$ cat src/rtl/io_ic_pkg.sv
// Shared types and constants for the IO interrupt controller.
// Consumed by io_int_ctrl (macro IC_EDGE_TRIG_EN selects edge capture).
package io_ic_pkg;

   typedef enum logic [1:0] {
      S_IDLE,
      S_REQ,
      S_ACK,
      S_SERVICE
   } ic_state_e;

   localparam logic [1:0] IC_REG_MASK = 2'd0;
   localparam logic [1:0] IC_REG_PEND = 2'd1;
   localparam logic [1:0] IC_REG_VEC  = 2'd2;
   localparam logic [1:0] IC_REG_EOI  = 2'd3;

   localparam logic [7:0] IC_MASK_RST = 8'h00;

   // Spurious slot sits one past the last real source.
   function automatic logic [3:0] ic_spur_idx(input int n);
      return 4'(n);
   endfunction

   function automatic logic [31:0] ic_vec(input logic [31:0] base,
                                          input logic [3:0]  idx);
      return base + {26'd0, idx, 2'b00};
   endfunction

endpackage

$ cat src/rtl/ic_prio_enc.sv
// Fixed-priority encoder: lowest set index wins.
module ic_prio_enc #(
   parameter int N = 4
) (
   input  logic [N-1:0] i_req,
   output logic         o_valid,
   output logic [2:0]   o_idx
);

   always_comb begin
      o_idx = '0;
      for (int i = N - 1; i >= 0; i--) begin
         if (i_req[i]) o_idx = 3'(i);
      end
   end

   assign o_valid = |i_req;

endmodule

$ cat src/rtl/io_int_ctrl.sv
// IO interrupt controller: mask, priority, cpu_inta handshake, reg bus.
// `define IC_EDGE_TRIG_EN for sticky edge capture; default is level.
module io_int_ctrl
   import io_ic_pkg::*;
#(
   parameter int          NUM_SRC  = 4,
   parameter logic [31:0] VEC_BASE = 32'h0000_0080
) (
   input  logic               clk,
   input  logic               rst,
   input  logic [NUM_SRC-1:0] irq_in,
   output logic [NUM_SRC-1:0] io_inta,
   output logic               cpu_intr,
   input  logic               cpu_inta,
   input  logic               ic_cs,
   input  logic               ic_rd,
   input  logic               ic_wr,
   input  logic [3:0]         addr,
   input  logic [31:0]        din,
   output logic [31:0]        dout
);

   localparam logic [31:0] SPUR_VEC =
      ic_vec(VEC_BASE, ic_spur_idx(NUM_SRC));

   ic_state_e          r_state;
   logic               r_intr;
   logic [NUM_SRC-1:0] r_inta;
   logic [NUM_SRC-1:0] r_mask;
   logic [NUM_SRC-1:0] r_pend;
   logic [31:0]        r_vec;
   logic [31:0]        r_dout;
   logic [NUM_SRC-1:0] r_irq_prev;
   logic               r_inta_prev;

   logic               w_wr;
   logic               w_rd;
   logic [1:0]         w_sel;
   logic [NUM_SRC-1:0] w_act;
   logic               w_valid;
   logic [2:0]         w_idx;
   logic [NUM_SRC-1:0] w_onehot;
   logic               w_rise;
   logic               w_eoi;
   logic [NUM_SRC-1:0] w_pend_nx;
   logic [31:0]        w_rdata;
   logic               w_unused;

   assign w_wr     = ic_cs & ic_wr;
   assign w_rd     = ic_cs & ic_rd;
   assign w_sel    = addr[3:2];
   assign w_act    = r_pend & r_mask;
   assign w_onehot = NUM_SRC'(1) << w_idx;
   assign w_rise   = cpu_inta & ~r_inta_prev;
   assign w_eoi    = w_wr && (w_sel == IC_REG_EOI);
   assign w_unused = ^{din, addr[1:0], r_irq_prev};

   ic_prio_enc #(.N(NUM_SRC)) u_prio (
      .i_req  (w_act),
      .o_valid(w_valid),
      .o_idx  (w_idx)
   );

`ifdef IC_EDGE_TRIG_EN
   logic [NUM_SRC-1:0] w_set;
   logic [NUM_SRC-1:0] w_w1c;
   logic [NUM_SRC-1:0] w_clr;

   // A fresh edge beats a same-cycle W1C or acknowledge clear.
   assign w_set = irq_in & ~r_irq_prev;
   assign w_w1c = (w_wr && (w_sel == IC_REG_PEND)) ?
                  din[NUM_SRC-1:0] : '0;
   assign w_clr = ((r_state == S_ACK) && w_valid) ? w_onehot : '0;
   assign w_pend_nx = (r_pend & ~w_w1c & ~w_clr) | w_set;
`else
   assign w_pend_nx = irq_in;
`endif

   always_comb begin
      w_rdata = '0;
      unique case (w_sel)
         IC_REG_MASK: w_rdata[NUM_SRC-1:0] = r_mask;
         IC_REG_PEND: w_rdata[NUM_SRC-1:0] = r_pend;
         IC_REG_VEC:  w_rdata = r_vec;
         IC_REG_EOI:  w_rdata = '0;
      endcase
   end

   always_ff @(posedge clk) begin
      if (rst) begin
         r_state     <= S_IDLE;
         r_intr      <= 1'b0;
         r_inta      <= '0;
         r_mask      <= IC_MASK_RST[NUM_SRC-1:0];
         r_pend      <= '0;
         r_vec       <= '0;
         r_dout      <= '0;
         r_irq_prev  <= '0;
         r_inta_prev <= 1'b0;
      end else begin
         r_irq_prev  <= irq_in;
         r_inta_prev <= cpu_inta;
         r_pend      <= w_pend_nx;
         r_inta      <= '0;
         if (w_wr && (w_sel == IC_REG_MASK))
            r_mask <= din[NUM_SRC-1:0];
         if (w_rd)
            r_dout <= w_rdata;
         unique case (r_state)
            S_IDLE: begin
               if (w_valid) begin
                  r_state <= S_REQ;
                  r_intr  <= 1'b1;
               end
            end
            S_REQ: begin
               if (!w_valid) begin
                  r_state <= S_IDLE;
                  r_intr  <= 1'b0;
               end else if (w_rise) begin
                  r_state <= S_ACK;
                  r_intr  <= 1'b0;
               end
            end
            S_ACK: begin
               if (w_valid) begin
                  r_vec   <= ic_vec(VEC_BASE, {1'b0, w_idx});
                  r_inta  <= w_onehot;
                  r_state <= S_SERVICE;
               end else begin
                  r_vec   <= SPUR_VEC;
                  r_state <= S_IDLE;
               end
            end
            S_SERVICE: begin
               if (w_eoi) r_state <= S_IDLE;
            end
         endcase
      end
   end

   assign cpu_intr = r_intr;
   assign io_inta  = r_inta;
   assign dout     = r_dout;

endmodule
$ cat config.mk
export PLATFORM = sky130hd
export DESIGN_NAME = io_int_ctrl
export DESIGN_NICKNAME = d
export VERILOG_FILES = /design/src/rtl/io_ic_pkg.sv /design/src/rtl/ic_prio_enc.sv /design/src/rtl/io_int_ctrl.sv
export SDC_FILE = /design/constraint.sdc
export NUM_CORES = 1
export LEC_CHECK = 0
export BUFFER_PORTS_ARGS = -buffer_cell sky130_fd_sc_hd__buf_2
export CORE_MARGIN = 3
export CORE_UTILIZATION = 44
export CTS_CLUSTER_SIZE = 8
export DETAILED_ROUTE_END_ITERATION = 8
export PLACE_DENSITY = 0.88
export SLEW_MARGIN = 10
export SYNTH_ARGS = -nofsm -noshare
export SYNTH_HDL_FRONTEND = slang
export SYNTH_SLANG_ARGS = --single-unit
$ cat constraint.sdc
create_clock -name clk -period 2.75 [get_ports clk]
set_input_delay 0.55 -clock clk [delete_from_list [all_inputs] [get_ports clk]]
set_output_delay 0.55 -clock clk [all_outputs]
set_load 0.1 [all_outputs]
* Word-level counts from Yosys, hierarchy flattened
Index checks and enable logic that the tools add are counted.
** Storage, ports and cells
- Flip-flop bits (word level) :: 80
- Bits in latches :: 0
- RAM bits :: 0
- Memory bits (read-only) :: 0
- Word-level logic and storage cells :: 52
- Memories :: 0
** Cells by class
- Add/subtract/negate cells :: 1
- Multipliers :: 0
- Divide/modulo/power cells :: 0
- Order comparisons :: 0
- Eq/ne operators :: 9
- Shifts and indexed selects :: 1
- Muxes and demuxes :: 17
- Bitwise operators :: 7
- Reductions and logical operators :: 9
** Operators by type and width (count)
- 28-bit two-way mux :: 1
- 2-bit two-way mux :: 9
- 4-bit one-hot mux with 4 select lines :: 1
- 8-bit by 5-bit adder with 9-bit output (first input constant) :: 1
- 9-bit two-way mux :: 1
- 2-bit == test (second input constant) :: 4
- 2-bit one-hot mux with 4 select lines :: 1
- 3-bit AND reduction :: 2
- 4-bit AND :: 1
- 2-bit by 1-bit == test with 1-bit output (second input constant) :: 2
- 2-bit logical NOT :: 2
- 2-bit != test (second input constant) :: 2
- 4-bit OR reduction :: 1
- 1-bit by 3-bit << shifter with 4-bit output (first input constant) :: 1
- 1-bit AND :: 3
- 1-bit two-way mux :: 3
- 3-bit != test (second input constant) :: 1
- 1-bit NOT :: 3
- 3-bit OR reduction :: 1
- 1-bit logical AND :: 2
- 1-bit one-hot mux with 2 select lines :: 1
- 2-bit nonzero test :: 1

* Longest topological paths before layout
Gate-level depths: netlist (run 1).
- Depth in word-level cells :: 7
- Gate-level depth with buffers :: 5

* Cells and area by module
A second synthesis (run 1) with hierarchy kept.
** Unflattened totals
- Cell total of the unflattened synthesis :: 142
- Area, all modules :: 1270.0 um2
** By module, submodules not included
- io_int_ctrl :: times used 1, cells each 133, area an instance 1223.7 um2, seq. area each 520.5 um2
- ic_prio_enc :: times used 1, cells each 9, area an instance 46.3 um2, seq. area each 0.0 um2

* Worst setup path after synthesis (run 1)
Ideal clock, no wire load.
- Path kind :: register to output
- Start point :: register r_intr (netlist: cpu_intr)
- End point :: output cpu_intr
- Arrival :: 941 ps
- Data required time :: 2200 ps
- Path slack :: 1259 ps
- Cell stages (with the launch flop) :: 1
- Path buffers :: 0
- Cells stage by stage :: dfxtp_1
** RTL lines
- start: declaration :: line io_int_ctrl.sv:27 : logic r_intr;
- start signal: assignment :: line io_int_ctrl.sv:92 : r_intr <= 1'b0;
- start signal: assignment :: line io_int_ctrl.sv:113 : r_intr <= 1'b1;
- start signal: assignment :: line io_int_ctrl.sv:119 : r_intr <= 1'b0;
- end: declaration :: line io_int_ctrl.sv:13 : output logic cpu_intr,
No word-level cell between the ends.

* Final worst setup path (run 1)
- Start point :: register r_intr (netlist: cpu_intr)
- End point :: output cpu_intr
No word-level cell between the ends.

==> results of run 1 <==
power by group:
group / total [mW] / switching, mW / leakage, nW / internal (mW)
clock: 0.258 / 0.110 / 0.0279 / 0.147
combinational: 0.218 / 0.197 / 0.335 / 0.0205
sequential: 0.390 / 0.00552 / 0.211 / 0.385
total: 0.866 / 0.313 / 0.574 / 0.553
registers in the layout, indices dropped and copies added, names as in the netlist:
register,count
dout,6
cpu_intr,1
io_inta,4
r_pend,4
r_vec,4
r_mask,4
r_inta_prev,1
r_state,2
cell families (layout without fill, tap and decap cells):
kind of cell	Yosys count	in the layout	synth area share, %
AO/OA/AOI/OAI	20	20	10.3
flip-flops	26	26	42.8
multiplexers	8	8	6.58
other	1	26	0.308
buffers and inverters	31	31	18.8
AND/OR/NAND/NOR	50	50	21.3
placed cells by master (no fill, tap or decap), types with 4 or more instances in the layout:
master	instances
nor2b_1	7
nor3_1	6
dfxtp_1	26
buf_2	26
conb_1	26
nor2_1	15
a22oi_1	4
mux2i_1	8
a21oi_1	9
nand2_1	8
per-stage QoR:
step / power, mW / hold slack (ps) / worst slack (ps) / cells
5_1_grt: 0.895 / 419 / 1030 / 191
6_report: 0.866 / 427 / 1070 / 191
4_1_cts: 0.870 / 422 / 1060 / 191
2_1_floorplan: 0.627 / 436 / 1260 / 161
3_5_place_dp: 0.615 / 457 / 1280 / 187
3_3_place_gp: 0.615 / 444 / 1300 / 187
worst max path at each step:
stage | from | to | cells past startpoint
2_1_floorplan | cpu_intr$_SDFFE_PP0P_ | cpu_intr | 0
3_3_place_gp | addr[2] | r_mask[0]$_SDFFE_PP0P_ | 4
3_5_place_dp | addr[2] | r_mask[3]$_SDFFE_PP0P_ | 4
4_1_cts | cpu_intr$_SDFFE_PP0P_ | cpu_intr | 1
5_1_grt | cpu_intr$_SDFFE_PP0P_ | cpu_intr | 1
6_report | cpu_intr$_SDFFE_PP0P_ | cpu_intr | 1
layer usage:
metal	wire, um	GRT usage [%]	up-vias
li1	-	-	460
met1	828	13.5	401
met2	948	20.1	47
met3	216	4.61	2
met4	10	0.971	0
met5	0	0	-
area by class of cell:
type | instances | area, um2 | share of cell area [%]
flip-flops and latches | 26 | 520 | 39.8
multi-input cells | 104 | 562 | 43.0
clock inverters | 1 | 30.0 | 2.30
clock buffers | 3 | 22.5 | 1.72
repair buffers | 26 | 130 | 9.96
well taps | 30 | 37.5 | 2.87
inverters | 1 | 3.75 | 0.287
==> metrics.md, run 1 <==
| Metric | Value |
|---|---|
| Outcome | `completed` |
| Clk Tree Root Cell | `clkbuf_4` |
| FF-to-FF End | `cpu_intr$_SDFFE_PP0P_` |
| Post-synth top cells | `buf_4 (26), dfxtp_1 (26), nor2_1 (15), a21oi_1 (9)` |
| Setup TNS | `0 ps` |
| Main synth FF type | `dfxtp_1` |
| Worst skew pair latency | `320 ps` |
| Fin crit period | `1680 ps` |
| WS Path Type | `flop to output pin` |
| Post-CTS Setup Inserts | `0` |
| Starting Density | `47.8%` |
| Syn avg cell area | `8.95 um2` |
| Worst path bufs/invs | `1` |
| Die Height | `58.6 um` |
| Nets | `208` |
| # clock sinks | `26` |
| Longest Clk Path Bufs | `2` |
| Yosys reg bits | `26` |
| Critical Path Sink Type | `output pin` |
| Die Wd | `58.6 um` |
| ANT nets after route | `0` |
| First drt pass iteration count | `4` |
| Hold Fails Final Rpt | `0` |
| Total grt overflow | `0` |
| CP delay by family, top | `buffers and inverters` |
| Post-DP HPWL | `1.56 mm` |
| Hold wc startpoint | `irq_in[1]` |
| Lkg Pwr | `0.574 nW` |
| Drt wl/cell | `10.5 um` |
| Slowest stage delay, CP | `430 ps` |
| Via density | `4.76` |
| Post-route cell area | `1310 um2` |
| Yosys warnings | `0` |
| Req. time, crit path | `2200 ps` |
| Initial antenna violation count | `0` |
| H-tree levels | `1` |
| Post-Route Utilization | `51.3%` |
| Detailed Route WL | `2.00 mm` |
| Resize count post-CTS | `0` |
| Hold Buf Count CTS | `0` |
| Global-route wire length before repair | `3.05 mm` |
| Synthesized cell area | `1220 um2` |
| Startpoint types | `flop` |
| PwrDens | `663 nW/um2` |
| Worst Hold Class | `input pin to flop` |
| PortBufs | `26` |
| Max Slew Vio Count | `0` |
| Fin crit share | `61.1%` |
| # IOs | `83` |
| R2r startpoint | `r_mask[2]$_SDFFE_PP0P_` |
| Vias | `910` |
| Post-synth EDFFs | `0` |
| Crit Path Max Fanout | `3` |
| Min-Delay Path Depth | `2` |
| Largest net degree at the start of global routing | `25` |
| Worst Skew | `3.56 ps` |
| Post-synth cell types | `26` |
| P&R area growth vs syn | `7.30%` |
| Post-synth top area cell | `dfxtp_1` |
| Fmax | `0.596 GHz` |
| Cells taking the most area after synthesis | `dfxtp_1 (43%), buf_4 (16%), mux2i_1 (6.6%)` |
| Layout cell share with drive strength beyond 1 | `20.5%` |
| WP data arrival | `1130 ps` |
| Residual DRC | `0` |
| Ant diodes | `0` |
| GRT Util Overall | `11.4%` |
| Synth top area share | `42.8%` |
| Filler cell count | `252` |
| Slowest cell on the critical path | `buf_2` |
| Reg2Reg Setup Slack | `1570 ps` |
| RSZ-0062 raised after global routing | `no` |
| Setup violators final | `0` |
| Std-Cell Core Area | `2540 um2` |
| FP Rows | `18` |
| Die area | `3430 um2` |
| Dpl cell area | `1250 um2` |
| Synth Instances | `136` |
| Initial DRC count | `31` |
| Maximum VDD drop | `0.590 mV` |
| CP Cell Sequence | `buf_2` |
| CTS tree | `yes` |
| Placer Congestion | `0.743` |
| Worst r2r path cells | `4` |
| CTS Buf Count | `3` |
| Vias in the first global route | `734` |
| Worst Hold End | `r_pend[1]$_SDFF_PP0_` |
| Sequential area share after synthesis | `42.8%` |
| Max cap viols | `0` |
| Async S/R FF share, synth | `0%` |
| CTS clock-pin slew for the worst setup and hold paths | `140 ps` |
Power figures use the tool's default switching activity.
==> inputs of run 2 (changes only) <==
- CORE_UTILIZATION: 44 -> 37
- PLACE_DENSITY: 0.88 -> 0.8
- clock period: 2.75 -> 1.39 ns (I/O delays scaled with it)
==> run 2 against run 1 <==
  * Sequential share of layout area fell by 0.95 points
  * Global-route usage shrank 0.12 points
  * Combinational power grew 100%
  * Highest routed layer unchanged
==> metrics.md, run 2 (synthesis results as in run 1) <==
| Metric | Value |
|---|---|
| WS Path Type | `flop to output pin` |
| # clock sinks | `26` |
| Worst skew pair latency | `320 ps` |
| Most common cell after layout, fill and taps aside | `conb_1` |
| Post-DP HPWL | `1.69 mm` |
| Maximum VDD drop | `0.413 mV` |
| Vias | `895` |
| Global-route wire length before repair | `3.61 mm` |
| RSZ-0062 raised after global routing | `no` |
| Fin crit period | `1330 ps` |
| Slowest cell on the critical path | `buf_2` |
| Critical path endpoint | `io_inta[0]` |
| Clock network fraction of total power | `23.6%` |
| Pre-CTS setup slack | `206 ps` |
| Fmax | `0.753 GHz` |
| Largest net degree at the start of global routing | `16` |
| Max Slew Vio Count | `0` |
| Nets | `209` |
| Logic pwr share | `27.5%` |
| Total grt overflow | `0` |
| Fin crit share | `95.5%` |
| Met3 WL | `222 um` |
| Worst Hold Class | `input pin to flop` |
| CTS Buf Count | `3` |
| Post-CTS Setup Inserts | `0` |
| CP Cell Sequence | `buf_2` |
| Placer Congestion | `0.741` |
| Fin worst setup slack | `62.7 ps` |
| Met1 WL | `898 um` |
| P_sw | `0.614 mW` |
| PwrDens | `1180 nW/um2` |
| Startpoint types | `flop` |
| Net Sw Frac | `38.9%` |
| Flop pwr share | `48.9%` |
| Outcome | `completed` |
| Setup TNS | `0 ps` |
| Lkg Pwr | `0.569 nW` |
| Vias in the first global route | `821` |
| FF-to-FF End | `cpu_intr$_SDFFE_PP0P_` |
| Std-Cell Core Area | `3100 um2` |
| Die Wd | `63.4 um` |
| Hold Buf Count CTS | `0` |
| Layout cell share with drive strength beyond 1 | `21.6%` |
| WL met2 | `986 um` |
| Ant diodes | `0` |
| Setup violators final | `0` |
| Final hold slack | `147 ps` |
| Worst path depth | `1` |
| Slowest stage delay, CP | `410 ps` |
| Residual DRC | `0` |
| Crit. Startpoint | `io_inta[0]$_SDFF_PP0_` |
| GRT Util Overall | `11.3%` |
| CTS clock-pin slew for the worst setup and hold paths | `140 ps` |
| Max cap viols | `0` |
| R2r startpoint | `r_pend[2]$_SDFF_PP0_` |
| Initial antenna violation count | `0` |
| Starting Density | `39.2%` |
| H-tree levels | `1` |
| Commonest non-fill, non-tap cells in the layout | `conb_1 (26), dfxtp_1 (25), buf_2 (16)` |
| Reg2Reg Setup Slack | `210 ps` |
| Detailed Route WL | `2.15 mm` |
| Clk Tree Root Cell | `clkbuf_4` |
| First drt pass iteration count | `4` |
| PortBufs | `26` |
| CTS tree | `yes` |
| # IOs | `83` |
| Initial DRC count | `22` |
| Via density | `4.34` |
| Drt wl/cell | `10.5 um` |
| Die area | `4010 um2` |
| Longest Clk Path Bufs | `2` |
| Hold Fails Final Rpt | `0` |
| Worst path bufs/invs | `1` |
| Post-Route Utilization | `43.2%` |
| Worst Skew | `11.6 ps` |
| Internal | `0.967 mW` |
| Largest register FFs | `6` |
| Die Height | `63.4 um` |
| CP delay by family, top | `buffers and inverters` |
| FP Rows | `20` |
| Worst r2r path cells | `4` |
| Req. time, crit path | `1110 ps` |
| DR top layer | `met4` |
| P&R area growth vs syn | `10.2%` |
| Resize count post-CTS | `6` |
| ANT nets after route | `0` |
| WP data arrival | `1050 ps` |
| Critical Path Sink Type | `output pin` |
| Crit Path Max Fanout | `1` |
[run 2: worst register-to-register path, stage by stage, from the launching register on]
cell	delay [ps]
dfxtp_1	360
a22oi_1	280
nand3_1	180
a22oi_1	200
nor2_1	60
[run 2: routing by layer]
layer | vias to the layer above | track usage [%]
met4 | 0 | 6.47
met3 | 5 | 2.50
met1 | 383 | 13.7
met5 | - | 0
li1 | 462 | -
met2 | 45 | 18.3
[run 2: power groups by stage]
stage / clock network [mW] / registers (mW) / logic [mW]
after CTS: 0.391 / 0.773 / 0.435
after detailed placement: 0 / 0.789 / 0.432
after global routing: 0.426 / 0.776 / 0.452
after global placement: 0 / 0.788 / 0.431
after floorplan: 0 / 0.823 / 0.418
final: 0.373 / 0.773 / 0.435
[run 2: area by class of cell]
class / count / area, um2
inverters: 1 / 3.75
multi-input cells: 104 / 562
repair buffers: 27 / 163
fillers: 337 / 1760
well taps: 44 / 55.1
flip-flops and latches: 26 / 522
clock buffers: 4 / 36.3
[run 2: worst min-delay path by stage]
stage,cells past startpoint,from,to,slack (ps)
detailed placement,2,r_vec[4]$_SDFFE_PP0N_,r_vec[4]$_SDFFE_PP0N_,460
finish,2,irq_in[1],r_pend[1]$_SDFF_PP0_,150
global placement,2,r_vec[4]$_SDFFE_PP0N_,r_vec[4]$_SDFFE_PP0N_,440
floorplan,1,rst,r_inta_prev$_SDFF_PP0_,350
global route,2,irq_in[0],r_pend[0]$_SDFF_PP0_,140
CTS,2,irq_in[0],r_pend[0]$_SDFF_PP0_,140
[run 2: stage by stage]
step | power [mW] | instance area, um2 | std cells
detailed placement | 1.22 | 1280 | 202
global route | 1.65 | 1340 | 206
floorplan | 1.24 | 1310 | 161
finish | 1.58 | 1340 | 206
CTS | 1.60 | 1330 | 206
global placement | 1.22 | 1280 | 202
==> inputs of run 3 (changes only) <==
- PLACE_DENSITY: 0.8 -> 0.76
==> run 3 against run 2 <==
  * Combinational power hardly changed
  * Sequential share of layout area is 0.072 points lower
  * Sequential power hardly changed
  * Final cell count stayed put
  * Via count is 1.0% higher
  * Count of clock-buffer cells in the layout stayed put
  * First-iteration DRC count is 14% higher
  * Largest cell class unchanged
  * Flip-flop and latch count stayed put
==> metrics.md, run 3 (synthesis results as in run 1) <==
| Metric | Value |
|---|---|
| Outcome | `completed` |
| Starting Density | `39.2%` |
| Setup TNS | `0 ps` |
| Longest Clk Path Bufs | `2` |
| Placer Congestion | `0.744` |
| Slowest stage delay, CP | `340 ps` |
| Slowest cell on the critical path | `dfxtp_1` |
| First drt pass iteration count | `4` |
| WP data arrival | `980 ps` |
| Fin crit share | `90.7%` |
| # IOs | `83` |
| Ant diodes | `0` |
| FP Rows | `20` |
| CTS tree | `yes` |
| Largest register FFs | `6` |
| RSZ-0062 raised after global routing | `no` |
| GRT Util Overall | `10.7%` |
| CTS Buf Count | `3` |
| Maximum VDD drop | `0.562 mV` |
| Die Height | `63.4 um` |
| CP delay by family, top | `flip-flops` |
| H-tree levels | `1` |
| Total grt overflow | `0` |
| Drt wl/cell | `10.4 um` |
| Post-CTS Setup Inserts | `0` |
| Fmax | `0.793 GHz` |
| Nets | `209` |
| Setup violators final | `0` |
| ANT nets after route | `0` |
| Clk Tree Root Cell | `clkbuf_4` |
| Max Slew Vio Count | `0` |
| Global-route wire length before repair | `3.39 mm` |
| Vias in the first global route | `787` |
| Worst Skew | `3.98 ps` |
| Max cap viols | `0` |
| Commonest non-fill, non-tap cells in the layout | `conb_1 (26), dfxtp_1 (25), nor2_1 (15), buf_2 (15), a21oi_1 (9)` |
| WS Path Type | `flop to output pin` |
| Reg2Reg Setup Slack | `240 ps` |
| Layout cell share with drive strength beyond 1 | `21.6%` |
| Vias | `904` |
| Initial DRC count | `25` |
| Fin crit period | `1260 ps` |
| Post-DP HPWL | `1.69 mm` |
| CTS clock-pin slew for the worst setup and hold paths | `130 ps` |
| Initial antenna violation count | `0` |
| Lkg Pwr | `0.569 nW` |
| Std-Cell Core Area | `3100 um2` |
| Residual DRC | `0` |
| Critical Path Sink Type | `output pin` |
| Die Wd | `63.4 um` |
| Req. time, crit path | `1110 ps` |
| Worst Hold Class | `input pin to flop` |
| PwrDens | `1180 nW/um2` |
| Hold Fails Final Rpt | `0` |
| Final Power | `1.59 mW` |
| PortBufs | `26` |
| Worst skew pair latency | `330 ps` |
| Largest net degree at the start of global routing | `15` |
| Detailed Route WL | `2.15 mm` |
| # clock sinks | `26` |
| CP Cell Sequence | `clkbuf_4` |
| Crit Path Max Fanout | `1` |
| Worst path bufs/invs | `1` |
| Via density | `4.39` |
| P&R area growth vs syn | `10.4%` |
| Startpoint types | `flop` |
| Die area | `4010 um2` |
| Most common cell after layout, fill and taps aside | `conb_1` |
## run 3: cell counts in the layout (fill, tap and decap cells not counted)
No cell type changed its count.
## run 3: stage by stage
stage / utilization [%] / setup WS, ps / hold slack, ps / cells / cell area [um2]
after floorplan: - / 93.1 / 350 / 161 / 1310
after global placement: 41.3 / 233 / 443 / 202 / 1280
after global routing: 43.3 / 70.9 / 146 / 206 / 1340
after CTS: 43.0 / 19.6 / 137 / 206 / 1330
after detailed placement: 41.3 / 220 / 450 / 202 / 1280
final: 43.3 / 129 / 147 / 206 / 1340
## run 3: layout make-up
type	instances	area [um2]
clock buffers	4	36.3
fillers	336	1760
inverters	1	3.75
multi-input cells	104	562
flip-flops and latches	26	522
well taps	44	55.1
repair buffers	27	165
## run 3: power breakdown
group / total (mW) / switching [mW] / internal, mW
logic: 0.436 / 0.391 / 0.0452
registers: 0.773 / 0.0116 / 0.761
clock network: 0.380 / 0.220 / 0.161
## run 3: path summary, 6_finish.rpt
kind	to	cells past startpoint	start
setup / recovery	io_inta[1]	1	io_inta[1]$_SDFF_PP0_
hold / removal	r_pend[2]$_SDFF_PP0_	2	irq_in[2]
setup reg to reg	cpu_intr$_SDFFE_PP0P_	4	r_pend[2]$_SDFF_PP0_
hold reg to reg	r_vec[4]$_SDFFE_PP0N_	2	r_vec[4]$_SDFFE_PP0N_
## run 3: what timing repair did
| action | CTS | global route |
|---|---|---|
| gates resized for setup | 7 | 4 |
| hold buffers | 0 | 0 |
| endpoints found under the setup margin | 7 | 4 |
## run 3: routing by layer
| metal | GRT usage (%) | wire (um) |
|---|---|---|
| met5 | 0 | 0 |
| met4 | 7.28 | 56 |
| met3 | 2.32 | 167 |
| met2 | 16.3 | 949 |
| met1 | 13.5 | 975 |
